### src/rtl/text_loader.sv
// Byte-stream loader for the BWT text memory: accepts valid/ready bytes and writes them from address 0.
// Optional '$' end-marker write after the last byte when TEXT_LOADER_SENTINEL_EN is defined.
module text_loader #(
    parameter int len_addr = 10,
    parameter int len_str  = 1024
) (
    input  logic                clk,
    input  logic                rst,
    input  logic                start,
    input  logic                in_valid,
    input  logic [7:0]          in_data,
    input  logic                in_last,
    output logic                in_ready,
    output logic                mem_wen,
    output logic [len_addr-1:0] mem_addr,
    output logic [7:0]          mem_din,
    output logic                busy,
    output logic                done,
    output logic [len_addr:0]   text_len,
    output logic                overflow
);

    typedef enum logic [1:0] {S_IDLE, S_LOAD, S_TERM, S_DONE} state_t;

`ifdef TEXT_LOADER_SENTINEL_EN
    localparam int unsigned CAP_I = len_str - 1;
`else
    localparam int unsigned CAP_I = len_str;
`endif
    localparam logic [len_addr:0] CAP = (len_addr+1)'(CAP_I);
    localparam logic [len_addr:0] ONE = (len_addr+1)'(1);

    state_t                r_state;
    logic [len_addr:0]     r_cnt;
    logic                  r_wen;
    logic [len_addr-1:0]   r_addr;
    logic [7:0]            r_din;
    logic                  r_done;
    logic [len_addr:0]     r_text_len;
    logic                  r_overflow;

    logic                  w_ready;
    logic                  w_accept;
    logic [len_addr:0]     w_cnt_inc;

    assign w_ready   = (r_state == S_LOAD) && (r_cnt < CAP);
    assign w_accept  = in_valid && w_ready;
    assign w_cnt_inc = r_cnt + ONE;

    always_ff @(posedge clk or posedge rst) begin
        if (rst) begin
            r_state    <= S_IDLE;
            r_cnt      <= '0;
            r_wen      <= 1'b0;
            r_addr     <= '0;
            r_din      <= '0;
            r_done     <= 1'b0;
            r_text_len <= '0;
            r_overflow <= 1'b0;
        end else begin
            // NOTE: non-blocking default; any branch below that issues a write overrides it.
            r_wen <= 1'b0;
            case (r_state)
                S_IDLE, S_DONE: begin
                    if (start) begin
                        r_state    <= S_LOAD;
                        r_cnt      <= '0;
                        r_text_len <= '0;
                        r_done     <= 1'b0;
                        r_overflow <= 1'b0;
                    end
                end
                S_LOAD: begin
                    if (w_accept) begin
                        r_wen  <= 1'b1;
                        r_addr <= r_cnt[len_addr-1:0];
                        r_din  <= in_data;
                        r_cnt  <= w_cnt_inc;
                        // in_last on the final slot wins over overflow
                        if (in_last || (w_cnt_inc == CAP)) begin
                            r_overflow <= !in_last;
`ifdef TEXT_LOADER_SENTINEL_EN
                            r_state    <= S_TERM;
`else
                            r_state    <= S_DONE;
                            r_done     <= 1'b1;
                            r_text_len <= w_cnt_inc;
`endif
                        end
                    end
                end
`ifdef TEXT_LOADER_SENTINEL_EN
                S_TERM: begin
                    r_wen      <= 1'b1;
                    r_addr     <= r_cnt[len_addr-1:0];
                    r_din      <= 8'h24;
                    r_text_len <= w_cnt_inc;
                    r_done     <= 1'b1;
                    r_state    <= S_DONE;
                end
`endif
                default: r_state <= S_IDLE;
            endcase
        end
    end

    assign in_ready = w_ready;
    assign busy     = (r_state == S_LOAD) || (r_state == S_TERM);
    assign mem_wen  = r_wen;
    assign mem_addr = r_addr;
    assign mem_din  = r_din;
    assign done     = r_done;
    assign text_len = r_text_len;
    assign overflow = r_overflow;

endmodule

### config.mk
export PLATFORM = sky130hd
export DESIGN_NAME = text_loader
export DESIGN_NICKNAME = d
export VERILOG_FILES = /design/src/rtl/text_loader.sv
export SDC_FILE = /design/constraint.sdc
export NUM_CORES = 1
export LEC_CHECK = 0
export CORE_MARGIN = 3
export CORE_UTILIZATION = 50
export CTS_CLUSTER_DIAMETER = 100
export DETAILED_ROUTE_END_ITERATION = 10
export GPL_ROUTABILITY_DRIVEN = 0
export PLACE_DENSITY = 0.79
export SLEW_MARGIN = 10
export SYNTH_ARGS = -nofsm -noshare
export SYNTH_HDL_FRONTEND = slang
export SYNTH_SLANG_ARGS = --single-unit
### constraint.sdc
create_clock -name clk -period 2.6 [get_ports clk]
set_clock_uncertainty 0.2 [all_clocks]
set_input_delay 0.39 -clock clk [delete_from_list [all_inputs] [get_ports clk]]
set_output_delay 0.39 -clock clk [all_outputs]
set_load 0.05 [all_outputs]
# Word level (Yosys, flattened, before mapping)

Cells that the tools add are included.

Order comparisons: 1
Add/subtract/negate cells: 1
Shifts and indexed selects: 0
Bitwise gates (word level): 0
Divide/modulo/power cells: 0
Reductions and logical operators: 12
Muxes and demuxes: 19
Multipliers: 0
Equality and inequality tests: 7

Operators with widths:

| cell                                                  | number |
|---|---|
| two-way mux 11 bit                                    | 4 |
| one-hot mux 11 bit (2 select lines)                   | 2 |
| adder 11 x 1 -> 11 bit, second input constant         | 1 |
| == test 11 bit, second input constant                 | 1 |
| less-than comparator 11 bit, second input constant    | 1 |
| two-way mux 1 bit                                     | 7 |
| two-way mux 2 bit                                     | 3 |
| AND reduction 3 bit                                   | 2 |
| == test 2 bit, second input constant                  | 2 |
| inequality test 2 bit, second input constant          | 2 |
| one-hot mux 1 bit (2 select lines)                    | 2 |
| one-hot mux 2 bit (2 select lines)                    | 1 |
| AND reduction 4 bit                                   | 1 |
| == test 2 x 1 -> 1 bit, second input constant         | 1 |
| logical AND 1 bit                                     | 2 |
| logical NOT 2 bit                                     | 1 |
| logical OR 1 bit                                      | 2 |
| inequality test 2 x 1 -> 1 bit, second input constant | 1 |
| AND reduction 2 bit                                   | 1 |
| nonzero test 2 bit                                    | 1 |
| OR reduction 2 bit                                    | 1 |
| logical NOT 1 bit                                     | 1 |

Output and inout port bits: 34
Word-level logic and storage cells: 48
Latch bits: 0
Bits in registers: 45
Bits of input ports: 13
RAM bits: 0
Memories kept: 0
Bits in read-only memories: 0

# Logic depth before layout (Yosys ltp)

Gate-level depths: netlist of the first run.

Word-level depth: 6
Mapped depth: 9
Mapped depth without buffers: 7

# Worst setup path after synthesis of the first run

No wires, ideal clock.

Path kind: register -> register
From: register r_state[1]
To: register r_text_len[0] (netlist: text_len[0])
Slack: -0.022 ns
Buffers on the path: 2
Data required time: 2.321 ns
Library setup time: 0.079 ns
Stages on the path, launching flop included: 10
Period minus slack after synthesis: 2.622 ns
Arrival time: 2.342 ns
Cells stage by stage: dfrtp_1 > inv_1 > ha_1 > buf_2 > nor2b_1 > nand2_1 > nor2_1 > o21a_4 > buf_12 > mux2i_1

Cells in the longest elaborated chain, start to end: 5
Elaborated cells between the ends (all ways): 12
Those cells by class: 5 x eq/ne; 1 x mux; 6 x reduce/logical

Ends and longest elaborated chain:

| what                                   | RTL line | text |
|---|---|---|
| start, declared                        | 33       | `state_t r_state;` |
| start signal, assigned                 | 52       | `r_state <= S_IDLE;` |
| start signal, assigned                 | 66       | `r_state <= S_LOAD;` |
| start signal, assigned                 | 85       | `r_state <= S_DONE;` |
| == test 2 x 1 -> 1 bit                 | 46       | `assign w_ready = (r_state == S_LOAD) && (r_cnt < CAP);` |
| logical AND 1 bit                      | 46       |  |
| named net in_ready                     | 13       | `output logic in_ready,` |
| logical AND 1 bit                      | 47       | `assign w_accept = in_valid && w_ready;` |
| inequality test 2 bit (no source line) | -        |  |
| AND reduction 4 bit (no source line)   | -        |  |
| end signal, assigned                   | 87       | `r_text_len <= w_cnt_inc;` |
| end, declared                          | 39       | `logic [len_addr:0] r_text_len;` |

The timed path passes the listed nets, and every way through them passes these cells.
A chain may end at the register's enable or synchronous reset.

# Final worst setup path of the first run

From: register r_state[0]
To: output port busy

Cells in the longest elaborated chain, start to end: 2
Elaborated cells between the ends (all ways): 3
Those cells by class: 2 x eq/ne; 1 x reduce/logical

Ends and longest elaborated chain:

| what                                                           | RTL line | text |
|---|---|---|
| == test 2 x 1 -> 1 bit / == test 2 bit (equally long branches) | 108      | `assign busy = (r_state == S_LOAD) \|\| (r_state == S_TERM);` |
| logical OR 1 bit (*)                                           | 108      |  |
| end, declared                                                  | 17       | `output logic busy,` |

Mark *: on every way between the ends. The rest lies on a longest branch, timed or not.

==> flow_summary_export.csv, run 1 <==
group,metric,value,unit
placement,hpwl,3090,um
floorplan,die_h,71.2,um
detailed_routing,drt_iter0_markers,72,
clocking,clk_pin_slew,0.08,ns
power,p_comb_share,47.8,%
power,power_frac_seq,36.5,%
logic_synthesis,synth_seq_cells,45,
cells_and_area,area_delta_synth_final,26.0,%
power,power_leakage,1.18,nW
cells_and_area,finalNetCount,247,
logic_synthesis,synth.avg_cell_area,11.4,um^2
power,pwr-share-clk,15.7,%
clocking,ctsResizeCount,0,
worst_setup_path,crit_chain,"inv_1 > ha_1 > inv_1 > clkdlybuf4s50_1",
worst_hold_path,worstHoldPathType,"input pin to async pin",
run,max_cap_violations,0,
sta,fin_setup_tns,0,ns
power,p_int,1.49,mW
worst_setup_path,crit_path_start_kind,"register",
worst_setup_path,r2r-end,"r_cnt[4]",
grt,antenna_found_initial,0,
logic_synthesis,synth_nets,203,
worst_setup_path,r2r-start,"r_state[0]",
worst_setup_path,cpMaxStageDelayCell,"clkdlybuf4s50_1",
detailed_routing,wire_per_inst,14.5,um
placement,post-place-cells,274,
clocking,htreeDepth,2,
detailed_routing,vias_per_cell,5.43,
logic_synthesis,synth-edff-count,0,
logic_synthesis,ys_types,37,
clocking,post_cts.repair.setup_buffers,0,
worst_setup_path,end_kind,"output pin",
power,p_sw,1.12,mW
logic_synthesis,netlist_top_cells_area,"dfrtp_1, mux2_2, mux2i_1",
grt,grt_pass1_wl,7100,um
floorplan,initial_core_util,52.4,%
cells_and_area,final_cell_count_no_fill,282,
detailed_routing,drc,0,
clocking,cts.root.buffer_cell,"clkbuf_8",
clocking,cts_sinks,45,
grt,grt_pass1_vias,1466,
worst_setup_path,crit_path_start,"r_state[0]",
clocking,clock_latency,0.30,ns
sta,fmax,400,MHz
worst_setup_path,crit_fanout,3,
worst_setup_path,worstSetupPathType,"register to output pin",
power,vdd_drop_max,0.488,mV
sta,layout_worst_path_cycle_share,96.0,%
floorplan,die_w,71.2,um
logic_synthesis,yosysTopAreaCellShare,53.0,%
floorplan,ios,47,
grt,track_usage,17.9,%
sta,setup_viol,0,
sta,rsz0062_at_grt,"false",
grt,overflow,0,
sta,setup_ws,0.103,ns
placement,io_buffers,46,
sta,slew_viol_final,0,
logic_synthesis,synth-seq-area-share,53.0,%
detailed_routing,firstDrtPassIters,4,
sta,finalHoldViolCount,0,
cells_and_area,drive_above_1_share,13.8,%
clocking,cts.path.max_buffers,2,
sta,period_needed,2.50,ns
power,finalPower,2.61,mW
sta,tightest_slew,0.512,ns
cells_and_area,antenna_cells,0,
logic_synthesis,synthArstFlopShare,100,%
clocking,hold_buffers,0,
clocking,cts_tree,"done",
logic_synthesis,yosysWarningCount,0,
placement,post-place-ws,0.289,ns
sta,maxSlewHeadroom,65.7,%
power,power_switching_share,43.0,%
logic_synthesis,synth_largest_area_cell,"dfrtp_1",
logic_synthesis,syn-instance-count,187,
logic_synthesis,synth_ff_type,"dfrtp_1",
worst_setup_path,ff2ff_path_depth,7,
clocking,numCtsBuffers,5,
worst_setup_path,critPathRequiredTime,2.01,ns
floorplan,design.core.area,4060,um^2
status,status,"completed",
worst_setup_path,cp_data_arrival_time,1.91,ns
power,powerDensity,973,nW/um^2
worst_setup_path,path_common_cell,"inv_1",
worst_setup_path,r2r_slack,0.34,ns
cells_and_area,fillers,332,
cells_and_area,layout.cells.most_common_list,"dfrtp_1, clkdlybuf4s50_1, nand2_1",
logic_synthesis,syn-cell-area,2120,um^2
worst_setup_path,cp_slowest_stage_delay,0.79,ns
floorplan,fp.dieArea,5070,um^2
floorplan,floorplan.rows,23,
grt,grt_start_max_net_pins,24,
detailed_routing,detail-route-antenna-nets,0,
detailed_routing,vias,1530,
detailed_routing,drt_wl_total,4100,um
sta,hold_ws,0.156,ns
Yosys cell counts (4+ instances only):
cell type  number
o31ai_1         5
a21oi_1         5
buf_2           4
mux2_2         17
nor2_1          6
o21ai_0        12
dfrtp_1        45
xor2_1          5
inv_1           9
nand2_1        22
nand3_1         7
mux2i_1        11
sequential cells by signal (all words and copies together), names as in the netlist:
register  count
mem_wen       1
mem_din       8
r_cnt        11
overflow      1
done          1
r_state       2
mem_addr     10
text_len     11
critical path, delay by kind of cell, from the launching register on:
family     cells  cell delay [ns]
buf+inv        3             0.92
fa+ha+maj      1             0.32
flops          1             0.37
through the flow:
step                      utilization (%)  instance area, um^2
final                                66.0                 2680
after detailed placement             64.0                 2600
after CTS                            66.0                 2680
after global placement               64.0                 2600
after floorplan                         -                 2130
after global routing                 66.0                 2680
cells by family (layout without fill, tap and decap cells):
kind of cell / Yosys count / count (layout) / synth area share (%)
buf+inv: 21 / 66 / 5.59
fa+ha+maj: 3 / 3 / 1.77
xor+xnor: 8 / 8 / 3.30
simple gates: 49 / 49 / 11.4
mux: 28 / 28 / 14.2
compound gates: 33 / 33 / 10.8
flops: 45 / 45 / 53.0
power by group through the flow:
stage               combinational, mW  clock [mW]  sequential [mW]
floorplan                       0.475           0             1.37
global placement                 1.23           0            0.960
detailed placement               1.25           0            0.968
CTS                              1.25       0.422            0.953
global route                     1.32       0.448            0.977
finish                           1.25       0.410            0.952
worst max path at each step:
stage / endpoint / slack [ns] / cells after the start
floorplan: text_len[0] / 0.28 / 9
global placement: r_cnt[9] / 0.38 / 6
detailed placement: r_cnt[4] / 0.29 / 6
CTS: busy / 0.10 / 4
global route: busy / 0.04 / 4
finish: busy / 0.10 / 4
layer usage:
metal | part of all wire [%] | global-route usage, % | vias up
li1 | - | - | 729
met1 | 44 | 24.1 | 751
met2 | 48 | 27.1 | 40
met3 | 5.0 | 5.11 | 10
met4 | 2.4 | 7.52 | 0
met5 | 0 | 0 | -
layout make-up:
class	instances	area, um^2	area share, %
clock buffers	8	80.1	2.99
inverters	9	33.8	1.26
multi-input cells	121	882	32.9
flip-flops and latches	45	1130	42.1
well taps	50	62.6	2.34
repair buffers	49	493	18.4
Note: power is estimated with default switching activity, not from simulation.
==> inputs of run 2 (changes only) <==
--- a/config.mk
+++ b/config.mk
@@ -8,6 +8,7 @@
 export CORE_MARGIN = 3
 export CORE_UTILIZATION = 50
 export CTS_CLUSTER_DIAMETER = 100
+export CTS_CLUSTER_SIZE = 12
 export DETAILED_ROUTE_END_ITERATION = 10
 export GPL_ROUTABILITY_DRIVEN = 0
 export PLACE_DENSITY = 0.79
==> results of run 2 <==
Same layout as run 1: the final DEF is identical, and so are final timing and power.
